**src/rtl/draw_arbiter.sv**
```systemverilog
`default_nettype none
// ============================================================================
// Module   : draw_arbiter
// Purpose  : Merges NUM_CH independent pixel-drawing engines onto one VGA
//            plot port. Grants one requester per cycle, using fixed or
//            round-robin priority, and registers the winning pixel. Erase
//            requests are turned into the background colour. The exception is
//            the protected column, which is repainted with its own colour so
//            that static UI such as the centre line survives erasing.
// Ports    : clk, reset (async, active-high)
//            enable                     - arbitration enable, low = no grants
//            ch_req/ch_erase [NUM_CH]   - per-channel request / erase flag
//            ch_x/ch_y/ch_colour        - flattened per-channel pixel data
//            ch_ack [NUM_CH]            - registered one-cycle acknowledge
//            plot, x_out, y_out, colour_out - registered pixel write
//            busy                       - any eligible request this cycle
// Revision : 1.0 - initial release
// ============================================================================
module draw_arbiter #(
  parameter int              NUM_CH         = 4,
  parameter int              X_W            = 8,
  parameter int              Y_W            = 7,
  parameter int              C_W            = 3,
  parameter int              RR_MODE        = 1,
  parameter logic [C_W-1:0]  BG_COLOUR      = 3'b000,
  parameter int              PROTECT_EN     = 1,
  parameter logic [X_W-1:0]  PROTECT_X      = 8'd80,
  parameter logic [C_W-1:0]  PROTECT_COLOUR = 3'b111
) (
  input  logic                    clk,
  input  logic                    reset,
  input  logic                    enable,
  input  logic [NUM_CH-1:0]       ch_req,
  input  logic [NUM_CH-1:0]       ch_erase,
  input  logic [NUM_CH*X_W-1:0]   ch_x,
  input  logic [NUM_CH*Y_W-1:0]   ch_y,
  input  logic [NUM_CH*C_W-1:0]   ch_colour,
  output logic [NUM_CH-1:0]       ch_ack,
  output logic                    plot,
  output logic [X_W-1:0]          x_out,
  output logic [Y_W-1:0]          y_out,
  output logic [C_W-1:0]          colour_out,
  output logic                    busy
);

  localparam int             PTR_W       = (NUM_CH > 1) ? $clog2(NUM_CH) : 1;
  localparam logic [PTR_W-1:0] c_LAST_INIT = PTR_W'(NUM_CH - 1);

  logic [NUM_CH-1:0] r_ack;
  logic              r_plot;
  logic [X_W-1:0]    r_x;
  logic [Y_W-1:0]    r_y;
  logic [C_W-1:0]    r_colour;
  logic [PTR_W-1:0]  r_last;

  logic [NUM_CH-1:0] w_elig;
  logic              w_found;
  logic [PTR_W-1:0]  w_win;
  logic [NUM_CH-1:0] w_onehot;
  logic [X_W-1:0]    w_x;
  logic [Y_W-1:0]    w_y;
  logic [C_W-1:0]    w_colour;
  logic              w_erase;
  logic [C_W-1:0]    w_resolved;

  // Index last+k reduced modulo NUM_CH. The channel count need not be a
  // power of two, so plain bit truncation cannot do the wrap.
  function automatic logic [PTR_W-1:0] wrap_add(input logic [PTR_W-1:0] base,
                                                input int k);
    int s;
    s = int'(base) + k;
    if (s >= NUM_CH) s = s - NUM_CH;
    return s[PTR_W-1:0];
  endfunction

  // A channel acked this cycle is still holding the pixel it was just granted.
  // It is masked so that the same pixel is not granted twice.
  assign w_elig = ch_req & ~r_ack & {NUM_CH{enable}};
  assign busy   = |w_elig;

  // Winner selection
  always_comb begin
    w_found = 1'b0;
    w_win   = '0;
    if (RR_MODE != 0) begin
      for (int k = 1; k <= NUM_CH; k++) begin
        if (!w_found && w_elig[wrap_add(r_last, k)]) begin
          w_found = 1'b1;
          w_win   = wrap_add(r_last, k);
        end
      end
    end else begin
      for (int i = 0; i < NUM_CH; i++) begin
        if (!w_found && w_elig[i]) begin
          w_found = 1'b1;
          w_win   = i[PTR_W-1:0];
        end
      end
    end
  end

  // Winner data mux
  always_comb begin
    w_x      = '0;
    w_y      = '0;
    w_colour = '0;
    w_erase  = 1'b0;
    w_onehot = '0;
    for (int i = 0; i < NUM_CH; i++) begin
      if (w_win == i[PTR_W-1:0]) begin
        w_x         = ch_x[i*X_W +: X_W];
        w_y         = ch_y[i*Y_W +: Y_W];
        w_colour    = ch_colour[i*C_W +: C_W];
        w_erase     = ch_erase[i];
        w_onehot[i] = 1'b1;
      end
    end
  end

  // Colour resolution. Only erases are redirected. Draws in the protected
  // column pass through unchanged.
  always_comb begin
    w_resolved = w_colour;
    if (w_erase) begin
      if ((PROTECT_EN != 0) && (w_x == PROTECT_X)) w_resolved = PROTECT_COLOUR;
      else                                         w_resolved = BG_COLOUR;
    end
  end

  always_ff @(posedge clk or posedge reset) begin
    if (reset) begin
      r_plot   <= 1'b0;
      r_ack    <= '0;
      r_x      <= '0;
      r_y      <= '0;
      r_colour <= '0;
      r_last   <= c_LAST_INIT;
    end else if (w_found) begin
      r_plot   <= 1'b1;
      r_ack    <= w_onehot;
      r_x      <= w_x;
      r_y      <= w_y;
      r_colour <= w_resolved;
      if (RR_MODE != 0) r_last <= w_win;
    end else begin
      // Pixel registers hold so the adapter sees stable data while idle
      r_plot <= 1'b0;
      r_ack  <= '0;
    end
  end

  assign ch_ack     = r_ack;
  assign plot       = r_plot;
  assign x_out      = r_x;
  assign y_out      = r_y;
  assign colour_out = r_colour;

endmodule
`default_nettype wire

```
**config.mk**
```make
export PLATFORM = sky130hd
export DESIGN_NAME = draw_arbiter
export DESIGN_NICKNAME = d
export VERILOG_FILES = /design/src/rtl/draw_arbiter.sv
export SDC_FILE = /design/constraint.sdc
export NUM_CORES = 1
export LEC_CHECK = 0
export BUFFER_PORTS_ARGS = -buffer_cell sky130_fd_sc_hd__buf_2
export CORE_MARGIN = 2
export CORE_UTILIZATION = 39
export DETAILED_ROUTE_END_ITERATION = 7
export PLACE_DENSITY = 0.77
export SYNTH_ARGS = -nofsm -noshare
export SYNTH_HDL_FRONTEND = slang
export SYNTH_SLANG_ARGS = --single-unit
```
**constraint.sdc**
```tcl
create_clock -name clk -period 2.2 [get_ports clk]
set_clock_uncertainty 0.15 [all_clocks]
set_input_delay 0.44 -clock clk [delete_from_list [all_inputs] [get_ports clk]]
set_output_delay 0.44 -clock clk [all_outputs]
set_load 0.02 [all_outputs]
```
; ---- After elaboration in Yosys (flattened, before gate mapping)
; Index checks and enable logic that the tools add are counted.
; Widths: inputs -> output; s select.
[word_totals]
register_bits = 25
elab_cells = 81
[classes]
n_addsub = 8
order_cmp = 8
n_eq_ne = 4
n_mux = 44
bitwise = 3
reduce_logical = 8
[op_table]
columns = cell, count
row1 = $mux 8, 4
row2 = $mux 7, 4
row3 = $mux 3, 6
row4 = $mux 1, 17
row5 = $mux 2, 8
row6 = $lt 2x3->1 const B, 4
row7 = $ge 3x3->1 const B, 3
row8 = $and 4x4->4, 2
row9 = $bmux 1 s2, 4
row10 = $eq 8x7->1 const B, 1
row11 = $sub 2x1->2 const B, 4
row12 = $add 2x2->3 const B, 2
row13 = $add 2x3->4 const B, 1
row14 = $eq 2x2->1 const B, 2
row15 = $ge 4x3->1 const B, 1
row16 = $mux 4, 1
row17 = $not 4->4, 1
row18 = $reduce_or 4->1, 1
row19 = $add 2x1->3 const B, 1
row20 = $logic_and 1x1->1, 3
row21 = $logic_not 1->1, 3
row22 = $eq 2x1->1 const B, 1
row23 = $logic_not 2->1, 1

; ---- Longest topological paths before layout
[depth]
depth_word = 23
depth_mapped = 10
ltp_nobuf = 7

; ---- Worst setup path before layout
; Ideal clock, no wire load.
[synth_path]
path_type = register to register
start = register r_ack[1] (netlist: ch_ack[1])
end = register r_colour[0] (netlist: colour_out[0])
arrival_ns = 2.109
slack_ns = -0.136
stages_incl_launch_ff = 9
path_buffers = 1
synth_period_minus_slack_ns = 2.336
cell_sequence = dfrtp_1 nor2b_1 a22oi_1 o22ai_1 a21o_1 buf_6 mux4_2 or2_1 o21ai_1
[synth_via]
elab_chain_len = 23
[synth_lines]
columns = element, line
row1 = from (decl), 49  ; logic [NUM_CH-1:0] r_ack;
row2 = from (signal assigned), 140  ; r_ack <= w_onehot;
row3 = $not 4->4 *, 78  ; assign w_elig = ch_req & ~r_ack & {NUM_CH{enable}};
row4 = $and 4x4->4 * (2 in series), 78
row5 = $bmux 1 s2, 87  ; if (!w_found && w_elig[wrap_add(r_last, k)]) begin
row6 = $mux 1 (not written as such), 87
row7 = $mux 1, 87
row8 = $logic_not 1->1, 87
row9 = $logic_and 1x1->1, 87
row10 = $mux 1, 87
row11 = (+3 left out), -
row12 = $logic_not 1->1, 87
row13 = $logic_and 1x1->1, 87
row14 = $mux 2, 87
row15 = $logic_not 2->1, 110  ; if (w_win == i[PTR_W-1:0]) begin
row16 = $mux 8 (4 in series), 110
row17 = $eq 8x7->1, 125  ; if ((PROTECT_EN != 0) && (w_x == PROTECT_X)) w_resolved = PROTECT_COLOUR;
row18 = $mux 3, 125
row19 = $mux 3, 124  ; if (w_erase) begin
row20 = to (signal assigned), 143  ; r_colour <= w_resolved;
row21 = to (decl), 53  ; logic [C_W-1:0] r_colour;
; Mark *: on every way between the ends. The rest lies on a longest branch, timed or not. The select of a mux whose other input is x is not followed.
; A chain may end at the register's enable or synchronous reset.

; ---- Final worst setup path
[layout_path]
start = register r_last[1]
end = register r_colour[1] (netlist: colour_out[1])
[layout_via]
elab_chain_len = 23
[layout_lines]
columns = element, line
row1 = from (decl), 54  ; logic [PTR_W-1:0] r_last;
row2 = from (signal assigned), 137  ; r_last <= c_LAST_INIT;
row3 = from (signal assigned), 144  ; if (RR_MODE != 0) r_last <= w_win;
row4 = $add 2x1->3, 71  ; s = int'(base) + k;
row5 = $ge 3x3->1 or $sub 2x1->2 (tied branches), 72  ; if (s >= NUM_CH) s = s - NUM_CH;
row6 = $mux 2, 72
row7 = $bmux 1 s2, 87
row8 = $mux 1 (not written as such), 87
row9 = $mux 1, 87
row10 = $logic_not 1->1, 87
row11 = $logic_and 1x1->1, 87
row12 = (+4 left out), -
row13 = $logic_not 1->1, 87
row14 = $logic_and 1x1->1, 87
row15 = $mux 2, 87
row16 = $logic_not 2->1, 110
row17 = $mux 8 (4 in series), 110
row18 = $eq 8x7->1, 125
row19 = $mux 3, 125
row20 = $mux 3, 124
; Several ways; a longest one is shown, not always the timed one. The select of a mux whose other input is x is not followed.

==> flow_summary_export.csv <==
group,metric,value,unit
routing,detail_route.wl_per_cell,14.9,µm
pwr,leakage,0.00134,µW
routing,wl,5340,µm
worst_setup_path,startpoint_type,"flip-flop",
cts,cts-root-buf,"clkbuf_8",
cts,cts_sinks,25,
cts,clkTransAtPathRegs,90,ps
hold_path,hp-class,"in -> async",
die,die_x,70.7,µm
timing,setup_ws,-156,ps
global_routing,first_global_vias,1879,
timing,period_needed,2360,ps
worst_setup_path,cp.required,2250,ps
worst_setup_path,r2r_cells,8,
global_routing,met3_usage,0.0356,
worst_setup_path,end_kind,"flip-flop",
yosys,synth_nets,269,
global_routing,grtUsageMet2,0.369,
timing,max_freq,424,MHz
timing,rsz0062_at_grt,"yes",
worst_setup_path,r2r_start,"r_last[1]",
yosys,ys.warnings.count,0,
placed_design,gp_congestion,0.879,
cts,cts.htree.levels,1,
global_routing,antenna_found_initial,0,
yosys,synth_edf_count,0,
run,maxCapViolCount,0,
global_routing,grt_most_used_layer,"met2",
die,dieHeight,70.7,µm
placed_design,place_inst,349,
yosys,ys_seq_area_frac,0.362,
yosys,synthFlopType,"dfrtp_1",
routing,drcViolationCount,0,
global_routing,grt-ovfl-total,0,
worst_setup_path,crit_fanout,7,
die,io_pins,107,
pwr,powerDensity,1080,nW/µm²
placed_design,place_area,2470,µm²
worst_setup_path,r2r-end,"colour_out[1]",
global_routing,grtUsageMet1,0.272,
cts,clock_latency,270,ps
yosys,syn_area,1730,µm²
layout,drive_gt1_frac,0.538,
die,core,4320,µm²
routing,drtIter0Drc,97,
yosys,synth-seq-cells,25,
cts,hold_buffers,0,
layout,antennaDiodeCount,0,
layout,design_area,2630,µm²
cts,numCtsBuffers,3,
placed_design,dpl.hpwl,4120,µm
timing,relSlewSlack,0.607,
timing,setup_viol,4,
status,violations,"setup timing",
cts,cts_tree,"built",
yosys,synth_cells,186,
cts,clockBufferDepth,2,
timing,worstMarginPinSlew,589,ps
worst_setup_path,rrSetupSlack,-160,ps
layout,final_cell_mix,"106 x buf_2, 39 x nand2_1, 20 x dfrtp_1",
routing,ant_nets,0,
pwr,irDropWorstVdd,0.449,mV
timing,finalSetupTns,-461,ps
global_routing,grt_max_degree,26,
yosys,syn_area_per_cell,9.32,µm²
layout,syn2layout_area_growth,51.5,%
die,dieArea,5000,µm²
routing,detailroute.via_count,1905,
worst_setup_path,path_class,"reg -> reg",
yosys,yosysUniqueCellTypes,39,
routing,dr.pass1.iters,5,
layout,final_common_cell,"buf_2",
die,rows,24,
placed_design,portBuffers,106,
timing,period_share,1.07,
layout,fin_cells,357,
layout,final_nets,389,
status,status,"complete, but fails checks",
worst_setup_path,arrival,2410,ps
routing,via_per_inst,5.34,
die,start_util,0.401,
global_routing,grt_first_pass_wirelength,8530,µm
global_routing,track_usage,0.214,
layout,n_fill_cell,398,
yosys,synthArstFlopShare,1.00,
timing,hold_viol_final,0,
placed_design,pre_cts_ws,-307,ps
timing,maxSlewViolCount,0,
state kept, by name, summed over array words and instances, names as in the netlist:
register    count
ch_ack          4
colour_out      3
x_out           8
y_out           7
plot            1
r_last          2
cell usage after synthesis, types with 2 or more instances:
master	number	area (µm²)
and2_0	3	18.8
a32oi_1	3	26.3
and2_1	9	56.3
a211oi_1	10	75.1
buf_2	6	30.0
inv_1	5	18.8
clkbuf_1	6	22.5
nand2_1	39	146
nor2b_4	2	27.5
dfstp_2	2	52.6
nand2b_1	4	25.0
a21o_1	13	97.6
mux2i_1	2	20.0
a22o_1	2	17.5
o21ai_1	3	15.0
a311oi_1	11	96.3
or4bb_1	3	33.8
nand3_1	2	10.0
nor2b_1	3	18.8
o21ai_0	5	25.0
mux4_1	2	52.6
mux4_2	5	113
dfrtp_1	23	576
nor2_1	7	26.3
mux2_2	2	22.5
how the worst max path moves through the flow:
stage	end	depth (start not counted)	slack, ps	start
after CTS	colour_out[1]	8	-160	r_last[1]
after global routing	colour_out[0]	9	-270	r_last[1]
after global placement	x_out[5]	9	-230	ch_req[0]
after floorplan	colour_out[0]	8	-10	ch_ack[3]
final	colour_out[1]	8	-160	r_last[1]
after detailed placement	colour_out[1]	10	-310	ch_req[3]
report_power, final:
part / total [µW] / switching [µW] / internal, µW
clock network: 284 / 156 / 129
logic: 1740 / 924 / 816
registers: 825 / 146 / 679
through the flow:
stage	hold WS (ps)	total power (µW)	util
floorplan	316	1840	-
CTS	93.6	2780	0.593
global route	105	3060	0.608
detailed placement	310	2410	0.570
global placement	300	2380	0.570
finish	61.4	2850	0.608
kinds of logic (layout without fill, tap and decap cells):
group	after synthesis	after routing	synth area share
AND/OR/NAND/NOR	78	78	0.232
AO/OA/AOI/OAI	54	54	0.239
flip-flops	25	25	0.362
buffers and inverters	18	137	0.0476
multiplexers	11	11	0.120
metal layers:
layer  vias to the layer above  routed length [µm]
met4                         0                  78
met2                        65                2740
met5                         -                   0
li1                        920                   -
met3                         7                 368
met1                       913                2150
layout make-up:
cell class | count | area, µm² | share of cell area
multi-input combinational | 143 | 1110 | 0.421
timing repair buffer | 128 | 756 | 0.288
sequential | 25 | 632 | 0.240
tap | 52 | 65.1 | 0.0248
clock buffer | 3 | 41.3 | 0.0157
inverter | 5 | 18.8 | 0.00714
clock inverter | 1 | 7.51 | 0.00286
critical path: stages (launching register included):
cell and delay (ps):
dfstp_2 600, nand3b_1 110, a22oi_2 140, o22ai_2 100, a21o_1 210, buf_6 140, mux4_2 420, or2_4 270
o21ai_2 140
timing repair:
action | in CTS | in global routing
setup endpoints to repair | 13 | 15
setup buffers | 1 | 3
resized for setup | 11 | 12
pin swaps | 2 | 1
endpoints found under the hold margin | 0 | 0
Power figures use the tool's default switching activity.
